File: src/rtl/morse_symbol_rec.sv
`default_nettype none
// ============================================================================
//  Module      : morse_symbol_rec
//  Description : Times up to DEPTH Morse mark pulses, classifies dot/dash,
//                flags end-of-character and word gap, holds the result until
//                acknowledged. Optional input debounce: MORSE_DEBOUNCE_EN.
//  Revision    : 1.0 - initial release
// ============================================================================
module morse_symbol_rec #(
    parameter  int WID      = 32,
    parameter  int DEPTH    = 5,
    parameter  int DOT_MAX  = 15,
    parameter  int GAP_MAX  = 30,
    parameter  int WORD_MAX = 70,
    parameter  int DEB      = 4,
    localparam int IDXW     = $clog2(DEPTH)
) (
    input  logic              clk,
    input  logic              reset,
    input  logic              sig_in,
    input  logic              ack,
    output logic              m_end,
    output logic              valid,
    output logic [IDXW:0]     sym_ct,
    output logic [DEPTH-1:0]  sym_bits,
    output logic              ovf,
    output logic              word_gap,
    input  logic [IDXW-1:0]   rd_idx,
    output logic [WID-1:0]    rd_dur
);

    localparam logic [IDXW:0]  DEPTH_C    = (IDXW+1)'(DEPTH);
    localparam logic [WID-1:0] DOT_MAX_C  = WID'(DOT_MAX);
    localparam logic [WID-1:0] GAP_MAX_C  = WID'(GAP_MAX);
    localparam logic [WID-1:0] WORD_MAX_C = WID'(WORD_MAX);
    localparam logic [WID-1:0] ONE_C      = WID'(1);

    generate
        if (DEPTH < 2 || GAP_MAX < 2 || WORD_MAX <= GAP_MAX || DEB < 1) begin : g_param_check
            $error("morse_symbol_rec: illegal parameter combination");
        end
    endgenerate

    typedef enum logic [1:0] {
        S_IDLE  = 2'd0,
        S_MARK  = 2'd1,
        S_SPACE = 2'd2,
        S_DONE  = 2'd3
    } state_t;

    // ------------------------------------------------------------------
    // Input conditioning
    // ------------------------------------------------------------------
    logic sig_r;

`ifdef MORSE_DEBOUNCE_EN
    localparam int            DEBW  = $clog2(DEB + 1);
    localparam logic [DEBW-1:0] DEB_LAST = DEBW'(DEB - 1);

    logic            sync1_q, sync2_q;
    logic            filt_q, filt_d;
    logic [DEBW-1:0] deb_cnt_q, deb_cnt_d;

    // Filter output flips on the DEB-th consecutive cycle at the new level.
    always_comb begin
        filt_d    = filt_q;
        deb_cnt_d = '0;
        if (sync2_q != filt_q) begin
            if (deb_cnt_q == DEB_LAST) begin
                filt_d = sync2_q;
            end else begin
                deb_cnt_d = deb_cnt_q + DEBW'(1);
            end
        end
    end

    always_ff @(posedge clk) begin
        if (reset) begin
            sync1_q   <= 1'b0;
            sync2_q   <= 1'b0;
            filt_q    <= 1'b0;
            deb_cnt_q <= '0;
        end else begin
            sync1_q   <= sig_in;
            sync2_q   <= sync1_q;
            filt_q    <= filt_d;
            deb_cnt_q <= deb_cnt_d;
        end
    end

    assign sig_r = filt_q;
`else
    logic sig_r_q;

    always_ff @(posedge clk) begin
        if (reset) begin
            sig_r_q <= 1'b0;
        end else begin
            sig_r_q <= sig_in;
        end
    end

    assign sig_r = sig_r_q;
`endif

    // ------------------------------------------------------------------
    // Capture FSM
    // ------------------------------------------------------------------
    state_t              state_q, state_d;
    logic [WID-1:0]      mark_cnt_q, mark_cnt_d;
    logic [WID-1:0]      space_cnt_q, space_cnt_d;
    logic [IDXW:0]       sym_ct_q, sym_ct_d;
    logic [DEPTH-1:0]    sym_bits_q, sym_bits_d;
    logic                ovf_q, ovf_d;
    logic                word_gap_q, word_gap_d;
    logic                wg_run_q, wg_run_d;
    logic                m_end_q, m_end_d;
    logic                valid_q, valid_d;
    logic [WID-1:0]      dur_buf_q [DEPTH];
    logic [WID-1:0]      dur_buf_d [DEPTH];
    logic [WID-1:0]      rd_dur_q, rd_dur_d;
    logic [IDXW-1:0]     wr_idx;

    function automatic logic [WID-1:0] sat_inc(input logic [WID-1:0] v);
        return (v == {WID{1'b1}}) ? v : v + ONE_C;
    endfunction

    assign wr_idx = sym_ct_q[IDXW-1:0];

    always_comb begin
        state_d     = state_q;
        mark_cnt_d  = mark_cnt_q;
        space_cnt_d = space_cnt_q;
        sym_ct_d    = sym_ct_q;
        sym_bits_d  = sym_bits_q;
        ovf_d       = ovf_q;
        word_gap_d  = word_gap_q;
        wg_run_d    = wg_run_q;
        m_end_d     = m_end_q;
        valid_d     = 1'b0;
        dur_buf_d   = dur_buf_q;

        case (state_q)
            S_IDLE: begin
                if (sig_r) begin
                    state_d    = S_MARK;
                    mark_cnt_d = ONE_C;
                end
            end

            S_MARK: begin
                if (sig_r) begin
                    mark_cnt_d = sat_inc(mark_cnt_q);
                end else begin
                    if (sym_ct_q < DEPTH_C) begin
                        dur_buf_d[wr_idx]  = mark_cnt_q;
                        sym_bits_d[wr_idx] = (mark_cnt_q > DOT_MAX_C);
                        sym_ct_d           = sym_ct_q + (IDXW+1)'(1);
                    end else begin
                        ovf_d = 1'b1;
                    end
                    space_cnt_d = ONE_C;
                    state_d     = S_SPACE;
                end
            end

            S_SPACE: begin
                if (sig_r) begin
                    state_d    = S_MARK;
                    mark_cnt_d = ONE_C;
                end else begin
                    space_cnt_d = sat_inc(space_cnt_q);
                    if (space_cnt_d >= GAP_MAX_C) begin
                        state_d  = S_DONE;
                        m_end_d  = 1'b1;
                        valid_d  = 1'b1;
                        wg_run_d = 1'b1;
                    end
                end
            end

            S_DONE: begin
                if (ack) begin
                    state_d     = S_IDLE;
                    sym_ct_d    = '0;
                    sym_bits_d  = '0;
                    ovf_d       = 1'b0;
                    word_gap_d  = 1'b0;
                    wg_run_d    = 1'b0;
                    m_end_d     = 1'b0;
                    mark_cnt_d  = '0;
                    space_cnt_d = '0;
                end else if (wg_run_q) begin
                    // A mark during DONE permanently halts the word-gap timer.
                    if (sig_r) begin
                        wg_run_d = 1'b0;
                    end else begin
                        space_cnt_d = sat_inc(space_cnt_q);
                        if (space_cnt_d >= WORD_MAX_C) begin
                            word_gap_d = 1'b1;
                        end
                    end
                end
            end

            default: begin
                state_d = S_IDLE;
            end
        endcase
    end

    always_comb begin
        rd_dur_d = '0;
        if ({1'b0, rd_idx} < DEPTH_C) begin
            rd_dur_d = dur_buf_q[rd_idx];
        end
    end

    always_ff @(posedge clk) begin
        if (reset) begin
            state_q     <= S_IDLE;
            mark_cnt_q  <= '0;
            space_cnt_q <= '0;
            sym_ct_q    <= '0;
            sym_bits_q  <= '0;
            ovf_q       <= 1'b0;
            word_gap_q  <= 1'b0;
            wg_run_q    <= 1'b0;
            m_end_q     <= 1'b0;
            valid_q     <= 1'b0;
            dur_buf_q   <= '{default: '0};
            rd_dur_q    <= '0;
        end else begin
            state_q     <= state_d;
            mark_cnt_q  <= mark_cnt_d;
            space_cnt_q <= space_cnt_d;
            sym_ct_q    <= sym_ct_d;
            sym_bits_q  <= sym_bits_d;
            ovf_q       <= ovf_d;
            word_gap_q  <= word_gap_d;
            wg_run_q    <= wg_run_d;
            m_end_q     <= m_end_d;
            valid_q     <= valid_d;
            dur_buf_q   <= dur_buf_d;
            rd_dur_q    <= rd_dur_d;
        end
    end

    assign m_end    = m_end_q;
    assign valid    = valid_q;
    assign sym_ct   = sym_ct_q;
    assign sym_bits = sym_bits_q;
    assign ovf      = ovf_q;
    assign word_gap = word_gap_q;
    assign rd_dur   = rd_dur_q;

endmodule
`default_nettype wire

File: config.mk
export PLATFORM = sky130hd
export DESIGN_NAME = morse_symbol_rec
export DESIGN_NICKNAME = d
export VERILOG_FILES = /design/src/rtl/morse_symbol_rec.sv
export SDC_FILE = /design/constraint.sdc
export NUM_CORES = 1
export LEC_CHECK = 0
export CAP_MARGIN = 20
export CORE_MARGIN = 3
export CORE_UTILIZATION = 65
export CTS_BUF_LIST = sky130_fd_sc_hd__clkbuf_16
export DETAILED_ROUTE_END_ITERATION = 16
export PLACE_DENSITY = 0.88
export REMOVE_ABC_BUFFERS = 1
export SETUP_SLACK_MARGIN = 0.1
export SLEW_MARGIN = 10
export SYNTH_ARGS = -nofsm -noshare
export SYNTH_HDL_FRONTEND = slang
export SYNTH_SLANG_ARGS = --single-unit
export TNS_END_PERCENT = 100
File: constraint.sdc
create_clock -name clk -period 7.8 [get_ports clk]
set_input_delay 1.95 -clock clk [delete_from_list [all_inputs] [get_ports clk]]
set_output_delay 1.95 -clock clk [all_outputs]
set_load 0.02 [all_outputs]
======== After elaboration in Yosys (flattened, before gate mapping) ========
Index checks and enable logic that the tools add are counted.
cells by class
  add/subtract/negate cells ............... 3
  order comparisons ....................... 10
  eq/ne operators ......................... 18
  muxes and demuxes ....................... 50
  bitwise operators ....................... 5
  reduce and logical (&&, ||, !) cells .... 20
operators with widths
  kind                   number
  $mux 32                12
  $pmux 32 s3            2
  $bwmux 160             1
  $bmux 32 s3            1
  $demux 32 s3           1
  $add 32x1->32 const B  2
  $eq 32x32->1 const B   2
  $ge 32x5->1 const B    1
  $ge 32x7->1 const B    1
  $gt 32x4->1 const B    1
  $reduce_and 4->1       6
  $ne 2x2->1 const B     10
  $mux 5                 3
  $mux 1                 14
  $mux 4                 3
  $mux 2                 5
  $pmux 5 s2             1
  $reduce_and 3->1       3
  $ge 4x4->1 const B     2
  $not 3->4              2
  $pmux 2 s4             1
  $pmux 4 s2             1
  $reduce_bool 2->1      4
  $ne 3x3->1 const B     2
  other kinds (18)       25
word-level totals
  register bits after elaboration ......... 273
  input bits .............................. 7
  output and inout bits ................... 45
  logic and storage cells ................. 123

======== Depth between registers and ports, before layout ========
Gate-level depths: netlist of the first run.
  depth after elaboration ................. 8
  depth in mapped cells ................... 12
  mapped depth without buffers ............ 10

======== Worst setup path after synthesis of the first run ========
Ideal clock, no wire load.
  path kind ............................... in2reg
  start point ............................. input port rd_idx[0]
  end point ............................... register rd_dur_q[0] (netlist: rd_dur[0])
  arrival time ............................ 3.523 ns
  slack ................................... 4.150 ns
  cell stages on the path ................. 5
  path buffers ............................ 2
  cells stage by stage .................... clkbuf_1 > buf_1 > mux4_2 > a22oi_1 > nor2_1
between the ends
  longest elaborated chain between the ends .. 4
  elaborated cells between the ends (all ways) .. 7
  classes of those cells .................. order compare: 1; mux: 3; bitwise: 2; reduce/logical: 1
ends and longest elaborated chain
  element                                     line  RTL
  start: declaration                          28    input logic [IDXW-1:0] rd_idx,
  $not 3->4 (not written as such)             215   rd_dur_d = dur_buf_q[rd_idx];
  $bmux 32 s3                                 215
  $mux 32 (not written as such) (2 in a row)  215
  end signal: assignment                      245   rd_dur_q <= rd_dur_d;
  end: declaration                            121   logic [WID-1:0] rd_dur_q, rd_dur_d;
Parallel ways exist; a longest one is shown, timed or not. The select of a mux whose other input is x is not followed.
A chain may end at the register's enable or synchronous reset.

======== Final worst setup path of the first run ========
  start point ............................. input port ack
  end point ............................... register space_cnt_q[11]
between the ends
  longest elaborated chain between the ends .. 2
  elaborated cells between the ends (all ways) .. 4
  classes of those cells .................. eq/ne: 1; mux: 2; reduce/logical: 1
ends and longest elaborated chain
  element                                                                  line  RTL
  start: declaration                                                       21    input logic ack,
  $ne 3x3->1 (no source line) / $mux 32 (equally long branches)            -
  $reduce_and 3->1 (no source line) / $pmux 32 s3 (equally long branches)  -
  end signal: assignment                                                   236   space_cnt_q <= space_cnt_d;
  end: declaration                                                         111   logic [WID-1:0] space_cnt_q, space_cnt_d;
Parallel ways exist; a longest one is shown, timed or not.

==> qor.yml, run 1 <==
cts_root_buf: "clkbuf_16"
tns_ns: 0
grt_pass1_vias: 10500
synth_seq_cells: 273
status: "completed"
drc: 0
postCtsResizedCells: 0
hold_path_class: "reg2reg"
fp-row-count: 49
syn-cell-area_um2: 12200
criticalPathCategory: "in2reg"
max-vdd-ir-drop_mv: 0.208
max_stage_delay_ns: 0.66
yosysSeqAreaShare: 0.448
synthArstFlopShare: 0
overflow: 0
ctsHtreeMaxLevel: 1
netlist.area_leader.share: 0.448
initial_core_util: 0.670
fin_crit_sh: 0.507
worst_path_dominant_cell_family: "simple AND/OR/NAND/NOR gates"
fmax_mhz: 253
arrival_ns: 4.41
path_max_fanout: 18
grt_util_all_layers: 0.302
routabilityCongestion: 0.937
synth-compound-area-share: 0.155
rsz0062_at_grt: "false"
place_ws_ns: 3.40
relSlewSlack: 0.260
die_width_um: 143
post_drt_wl_per_cell_um: 18.4
cts_hold_buf: 0
die_h_um: 143
startpoint_type: "primary input"
n_antenna_cell: 0
synthTopCellsByCount: "372 x nand2_1, 273 x dfxtp_1, 191 x a21oi_1"
cts_num_sinks: 273
place_area_um2: 12600
antenna_left: 0
synth_xor_xnor_area_share: 0.0287
vias_per_cell: 6.43
finalWirelength_mm: 31.4
ys.flop_type: "dfxtp_1"
cellPowerDensity_nw_per_um2: 210
num_vias: 11000
dp_hpwl_mm: 18.5
setup_viol: 0
synth_top_family_by_area: "simple AND/OR/NAND/NOR gates"
synthAdderAreaFrac: 0.00410
max_cap_viol_count: 0
postLayoutCellArea_um2: 13500
pin_count: 52
muxShareOfSynthArea: 0.0641
crit_path_end_kind: "flip-flop"
synth_cell_types: 64
coreArea_um2: 18200
finalHoldViolCount: 0
synth.area.top_cells: "dfxtp_1 45%, nand2_1 11%, a21oi_1 7.8%, mux4_2 5.9%, nor2_1 3.9%"
finClkSkew_ns: 0.0232
postCtsSetupRepairBufs: 0
postSynthCellCount: 1502
drive_above_1_share: 0.0803
synth_edf_count: 0
p_leak_nw: 4.39
cp.buffers_inverters: 1
antenna_found_initial: 0
ys_warn_count: 0
area_delta_synth_final_pct: 10.9
drv_slew: 0
dr.pass1.iters: 6
clk_path_buf_depth: 3
clock_latency_ns: 0.54
clk_pin_slew_worst_paths_ns: 0.06
numPortBuffers: 51
fin_crit_ns: 3.95
dieArea_um2: 20400
syn_avg_cell_area_um2: 8.12
grt_max_degree: 106
cts_tree: "built"
cts_buffers: 27
nNetsFinal: 1472
worst_slack_ns: 3.85
grt_pass1_wl_mm: 51.3
drtIter0Drc: 1150
utilization: 0.742
yosysMostFrequentCell: "nand2_1"
synth_top_area_cell: "dfxtp_1"
required_ns: 8.25
crit_path_cell_trace: "clkdlybuf4s50_1 > o21ai_0 > and2_1 > nand2b_1 > or4_1 > a21oi_1"
slowest_stage: "or4_1"
max_slew.worst_pin.slew_ns: 1.11
yosys.area_share.simple: 0.249
metal layers:
layer / GRT usage / up-vias / part of all wire
met5: 0 / - / 0
met4: 0.115 / 0 / 0.034
met3: 0.0429 / 116 / 0.090
met2: 0.518 / 591 / 0.49
met1: 0.389 / 5182 / 0.39
li1: - / 5119 / -
worst register-to-register path: stages, from the launching register on:
cell	delay (ns)
dfxtp_1	0.57
nand4_1	0.32
nor4_2	0.37
and4_1	0.69
or3_4	0.27
a21oi_1	0.07
or4_4	0.58
a211oi_1	0.24
o31ai_1	0.11
kinds of logic (layout without fill, tap and decap cells):
logic type,after synthesis,in the layout
AO/OA/AOI/OAI,321,321
multiplexers,38,38
flip-flops,273,273
AND/OR/NAND/NOR,673,673
buffers and inverters,153,133
adder cells (fa/ha/maj),4,4
XOR/XNOR,40,40
stage by stage:
stage | power, W | cells | hold slack (ns)
floorplan | 0.00146 | 1363 | 0.427
global placement | 0.00150 | 1661 | 0.438
detailed placement | 0.00150 | 1661 | 0.442
CTS | 0.00285 | 1711 | 0.455
global route | 0.00292 | 1711 | 0.465
finish | 0.00284 | 1711 | 0.454
area by class of cell:
class                   instances  area, um2
multi-input cells            1076       6130
flip-flops and latches        273       5470
fillers                      1270       4690
clock buffers                  27        676
repair buffers                 69        637
well taps                     229        287
clock inverters                23        270
inverters                      14       52.6
where the power goes:
group / internal, W / leakage (nW) / switching (W)
clock: 0.000830 / 0.479 / 0.000542
sequential: 0.00140 / 2.20 / 0.00000393
combinational: 0.0000174 / 1.71 / 0.0000547
total: 0.00224 / 4.39 / 0.000601
registers in the layout, indices dropped and copies added, names as in the netlist, 2 cells and up:
name         count
dur_buf_q      160
mark_cnt_q      32
rd_dur          32
space_cnt_q     32
state_q          2
sym_bits         5
sym_ct           4
cells in the final DEF, fill, tap and decap left out, drive strengths merged, types with 8 or more instances in the layout:
| cell | Yosys | final |
|---|---|---|
| nand4 | 28 | 28 |
| nand3 | 28 | 28 |
| a22oi | 36 | 36 |
| nor4 | 15 | 15 |
| clkbuf | 113 | 27 |
| or3 | 8 | 8 |
| and2 | 10 | 10 |
| a31oi | 13 | 13 |
| clkdlybuf4s50 | 0 | 48 |
| o21ai | 29 | 29 |
| xor2 | 23 | 23 |
| nand2 | 374 | 374 |
| a311oi | 13 | 13 |
| and4 | 11 | 11 |
| and3 | 14 | 14 |
| dfxtp | 273 | 273 |
| nor3 | 24 | 24 |
| a21oi | 191 | 191 |
| buf | 26 | 21 |
| nor2 | 130 | 130 |
| mux4 | 32 | 32 |
| clkinv | 0 | 8 |
| inv | 14 | 21 |
| xnor2 | 17 | 17 |
final timing paths:
path	from	endpoint	slack [ns]	cells past startpoint
max	ack	space_cnt_q[11]	3.85	6
min	dur_buf_q[126]	dur_buf_q[126]	0.45	2
max reg2reg	space_cnt_q[19]	word_gap	4.48	8
min reg2reg	dur_buf_q[126]	dur_buf_q[126]	0.45	2
No activity file was read; power rests on OpenSTA's default activity.
==> run 2, diff against run 1 <==
--- a/config.mk
+++ b/config.mk
@@ -7,10 +7,10 @@
 export LEC_CHECK = 0
 export CAP_MARGIN = 20
 export CORE_MARGIN = 3
-export CORE_UTILIZATION = 65
+export CORE_UTILIZATION = 55
 export CTS_BUF_LIST = sky130_fd_sc_hd__clkbuf_16
 export DETAILED_ROUTE_END_ITERATION = 16
-export PLACE_DENSITY = 0.88
+export PLACE_DENSITY = 0.79
 export REMOVE_ABC_BUFFERS = 1
 export SETUP_SLACK_MARGIN = 0.1
 export SLEW_MARGIN = 10
==> constraint.sdc (replaced) <==
create_clock -name clk -period 3.5 [get_ports clk]
set_input_delay 0.875 -clock clk [delete_from_list [all_inputs] [get_ports clk]]
set_output_delay 0.875 -clock clk [all_outputs]
set_load 0.02 [all_outputs]
==> qor.yml, run 2 (synthesized netlist as in run 1, its figures left out) <==
area_delta_synth_final_pct: 11.7  # was 10.9%
finalHoldViolCount: 0  # unchanged
cts_root_buf: "clkbuf_16"  # unchanged
cts_tree: "built"  # unchanged
final_common_cell: "nand2_1"  # unchanged
share_comb_of_total_power: 0.028  # was 0.025
drtIter0Drc: 864  # was 1150
cts_buffers: 28  # was 27
final-seq-area_um2: 5470  # unchanged
status: "completed"  # unchanged
top_register: "dur_buf_q"  # unchanged
rsz0062_at_grt: "false"  # unchanged
clock_latency_ns: 0.56  # was 0.54 ns
tns_ns: 0  # unchanged
cts_num_sinks: 273  # unchanged
mostFrequentLayoutCells: "372 x nand2_1, 273 x dfxtp_1, 191 x a21oi_1"  # unchanged
pwr-share-seq: 0.511  # was 0.492
place_ws_ns: 0.499  # was 3.40 ns
grt_util_all_layers: 0.261  # was 0.302
startpoint_type: "flip-flop"  # was primary input
grt_max_degree: 102  # was 106
slowest_stage: "dfxtp_1"  # was or4_1
drc: 0  # unchanged
drive_above_1_share: 0.0868  # was 0.0803
pin_count: 52  # unchanged
cts_hold_buf: 0  # unchanged
criticalPathCategory: "reg2reg"  # was in2reg
worst_slack_ns: 0.431  # was 3.85 ns
netSwitchingFraction: 0.221  # was 0.211
p_leak_nw: 4.44  # was 4.39 nW
postCtsSetupRepairBufs: 0  # unchanged
cellPowerDensity_nw_per_um2: 448  # was 210 nW/um2
post_drt_wl_per_cell_um: 18.2  # was 18.4 um
initial_core_util: 0.569  # was 0.670
postCtsResizedCells: 0  # unchanged
fp-row-count: 53  # was 49
relSlewSlack: 0.495  # was 0.260
coreArea_um2: 21400  # was 18200 um2
grt_pass1_vias: 10400  # was 10500
required_ns: 3.91  # was 8.25 ns
path_max_fanout: 11  # was 18
fin_crit_ns: 3.07
numPortBuffers: 51  # unchanged
hold_path_class: "reg2reg"  # unchanged
antenna_left: 0  # unchanged
finClkSkew_ns: 0.0297  # was 0.0232 ns
crit_path_end_kind: "flip-flop"  # unchanged
routabilityCongestion: 0.958  # was 0.937
vias_per_cell: 6.08  # was 6.43
num_vias: 10800  # was 11000
max-vdd-ir-drop_mv: 0.318  # was 0.208 mV
die_h_um: 155  # was 143 um
multi_input_area_um2: 6130  # about the same
die_width_um: 155  # was 143 um
max_slew.worst_pin.slew_ns: 0.755  # was 1.11 ns
antenna_found_initial: 0  # unchanged
clk_path_buf_depth: 3  # unchanged
grt_pass1_wl_mm: 52.4  # was 51.3 mm
drv_slew: 0  # unchanged
max_cap_viol_count: 0  # unchanged
crit_path_cell_trace: "nand4_1 > nor4_2 > and4_1 > buf_4 > nor3_1 > xnor2_1 > o311ai_1 > nor3_4 > o32ai_1"  # was clkdlybuf4s50_1 > o21ai_0 > and2_1 > nand2b_1 > or4_1 > a21oi_1
nNetsFinal: 1487  # was 1472
dieArea_um2: 24000  # was 20400 um2
fin_crit_sh: 0.877
finalWirelength_mm: 32.2  # was 31.4 mm
overflow: 0  # unchanged
n_antenna_cell: 0  # unchanged
arrival_ns: 3.48  # was 4.41 ns
fmax_mhz: 326
power_switching_w: 0.00135  # was 0.000601 W
dp_hpwl_mm: 19.4  # was 18.5 mm
setup_viol: 0  # unchanged
clock_power_share: 0.461  # was 0.483
n_fill_cell: 1826  # was 1270
largest_reg_flops: 160  # unchanged
ctsHtreeMaxLevel: 1  # unchanged
p_int_w: 0.00476  # was 0.00224 W
dr.pass1.iters: 6  # unchanged
max_stage_delay_ns: 0.54  # was 0.66 ns
clk_pin_slew_worst_paths_ns: 0.06  # about the same
[run 2: cell types whose count changed in the layout (fill, tap and decap cells not counted), moves of 3 or more]
cell / delta
clkinv_1: +3
bufinv_16: -4
clkinv_2: +5
buf_4: +12
[run 2: layout make-up]
class,count,share of cell area
clock buffers,28,0.0514
well taps,275,0.0253
clock inverters,23,0.0122
multi-input cells,1076,0.450
flip-flops and latches,273,0.401
inverters,14,0.00386
repair buffers,83,0.0563
[run 2: final timing paths]
check                           slack, ns       startpoint            end  cells past startpoint
worst min register to register       0.45    dur_buf_q[81]  dur_buf_q[81]                      2
worst min-delay path                 0.45    dur_buf_q[81]  dur_buf_q[81]                      2
worst max register to register       0.43  space_cnt_q[19]       wg_run_q                      9
worst max-delay path                 0.43  space_cnt_q[19]       wg_run_q                      9
[run 2: per-stage QoR]
stage                     cells  power (W)  instance area, um2  hold WS [ns]  utilization
final                      1772    0.00611               13600         0.453        0.636
after global routing       1772    0.00629               13600         0.469        0.636
after CTS                  1772    0.00615               13600         0.453        0.636
after detailed placement   1721    0.00336               12800         0.445        0.596
after global placement     1721    0.00336               12800         0.438        0.596
after floorplan            1363    0.00325               11600         0.427            -
[run 2: per-layer routing]
metal  up-vias  share of wire  track usage
met1      5137           0.42        0.345
met3        85          0.068       0.0325
met2       423           0.49        0.446
met5         -              0            0
met4         0          0.024       0.0828
li1       5130              -            -
[run 2: power groups by stage]
stage               sequential, W  combinational, W  clock [W]
finish                    0.00312          0.000170    0.00282
global route              0.00312          0.000182    0.00299
CTS                       0.00312          0.000169    0.00286
detailed placement        0.00319          0.000169          0
global placement          0.00319          0.000168          0
floorplan                 0.00319         0.0000618          0
[run 2: critical path, delay by kind of cell, from the launching register on]
family	cells	cell delay [ns]
flip-flops	1	0.54
buffers and inverters	1	0.25
XOR/XNOR	1	0.29
AO/OA/AOI/OAI	2	0.33
AND/OR/NAND/NOR	5	1.55
==> RTL change (flow settings as in run 2) <==
`WID`: 32 -> 16.
--- a/src/rtl/morse_symbol_rec.sv
+++ b/src/rtl/morse_symbol_rec.sv
@@ -8,5 +8,5 @@
 // ============================================================================
 module morse_symbol_rec #(
-    parameter  int WID      = 32,
+    parameter  int WID      = 16,
     parameter  int DEPTH    = 5,
     parameter  int DOT_MAX  = 15,
Interface: changed (resized rd_dur); port bits go from 52 to 36. The function was not compared with the original's and may differ.
==> RTL change against run 2 <==
Setup slack gained 210 ps; synthesized area shrank 45%; total power shrank 35%; routed wire length shrank 50%; sequential cell count shrank 128; die area shrank 44%; final area shrank 44%; critical endpoint unchanged.
==> RTL change: results (changes against run 2) <==
stage	metric	value	unit	change
outcome	status	completed		unchanged
critical_path	Reg2Reg Depth	8		was 9
placement	Cells after DPL	876		was 1721
grt	met2 usage	39.4	%	was 44.6%
clocking	cts bufs inserted	17		was 28
clocking	Clk Latency, worst-skew pair	420	ps	was 560 ps
hold_path	Worst Hold Launch	m_end$_SDFFE_PP0P_		was dur_buf_q[81]$_SDFFE_PP0P_
grt	M1 GR Usage	33.0	%	was 34.5%
route	initial drt markers	988		was 864
sta	Max Fclk	350	MHz	was 326 MHz
placement	Detail Placement HPWL	10.1	mm	was 19.4 mm
critical_path	flop2flop setup slack	640	ps	was 430 ps
grt	GR Util met3	6.89	%	was 3.25%
grt	first-pass GRT wire length	26.6	mm	was 52.4 mm
synthesis	Distinct cells, synth	56		was 64
critical_path	critical path arrival	3170	ps	was 3480 ps
sta	Worst Skew	7.82	ps	was 29.7 ps
sta	max_slew headroom	36.9	%	was 49.5%
placement	Area after DPL	6950	um2	was 12800 um2
route	met3 routed WL	1.22	mm	was 2.19 mm
clocking	Clock Tree Buf Depth	2		was 3
final_layout	Finished Layout Cells	909		was 1772
sta	Fin. Hold Viols	0		unchanged
route	DR WL met2	7.59	mm	was 15.8 mm
synthesis	ranking of synthesized cells by area	dfxtp_1, mux2i_1, nor2_1		was dfxtp_1, nand2_1, a21oi_1
clocking	clock sinks	145		was 273
placement	Port Buffers	35		was 51
grt	vias in the first global route	5451		was 10400
synthesis	Mapped Cells	761		was 1502
pwr	maximum vdd ir drop	342	uV	was 318 uV
route	via count	5680		was 10800
sta	hold_ws	456	ps	was 453 ps
final_layout	share of layout cells above drive strength 1	9.40	%	was 8.68%
critical_path	crit-path max cell delay	470	ps	was 540 ps
clocking	clk slew on worst S/H paths	60	ps	about the same
clocking	maximum level of the CTS H-tree	4		was 1
placement	Placement Setup Slack	531	ps	was 499 ps
grt	largest net degree at the start of global routing	96		was 102
critical_path	Worst path top cell family by delay	compound AO/OA/AOI/OAI gates		was simple AND/OR/NAND/NOR gates
synthesis	Commonest cells post-synth	dfxtp_1, nor2_1, nand2_1		was nand2_1, dfxtp_1, a21oi_1
pwr	Pleak	2.83	nW	was 4.44 nW
critical_path	crit path max fanout	10		was 11
hold_path	hold worst-path end	m_end$_SDFFE_PP0P_		was dur_buf_q[81]$_SDFFE_PP0P_
route	Final ANT Viol Nets	0		unchanged
synthesis	register area share after synthesis	43.6	%	was 44.8%
placement	routability cong.	0.872		was 0.958
grt	Total GRT Usage	24.9	%	was 26.1%
final_layout	Largest register FFs	80		was 160
critical_path	reg2reg start	space_cnt_q[0]$_SDFFE_PP0P_		was space_cnt_q[19]$_SDFFE_PP0P_
route	met1 wire length	6.90	mm	was 13.4 mm
route	Total Wirelength	16.0	mm	was 32.2 mm
route	Pre-Repair DR Iteration Count	5		was 6
[RTL change: cell count changes after synthesis, sizes merged, moves of 21 or more]
| cell | change |
|---|---|
| clkbuf | -59 |
| nand2 | -306 |
| a21oi | -134 |
| mux2i | +46 |
| nand3 | +21 |
| dfxtp | -128 |
[RTL change: where the power goes]
| part | internal (mW) | switching [mW] |
|---|---|---|
| combinational | 0.0367 | 0.0926 |
| sequential | 1.66 | 0.0155 |
| clock | 1.48 | 0.701 |
[RTL change: area by class of cell]
type                    count  area (um2)
clock inverters            15         288
inverters                   9        33.8
clock buffers              17         425
well taps                 143         179
flip-flops and latches    145        2900
multi-input cells         532        3390
repair buffers             48         443
fillers                   916        3950
[RTL change: cell families (layout without fill, tap and decap cells)]
family          Yosys count  count (layout)  share of synthesized area, %
xor+xnor                 18              18                          2.37
mux                      67              67                          13.1
compound gates          143             143                          13.8
flops                   145             145                          43.6
fa+ha+maj                 4               4                         0.752
buf+inv                  84              89                          5.51
simple gates            300             300                          20.9
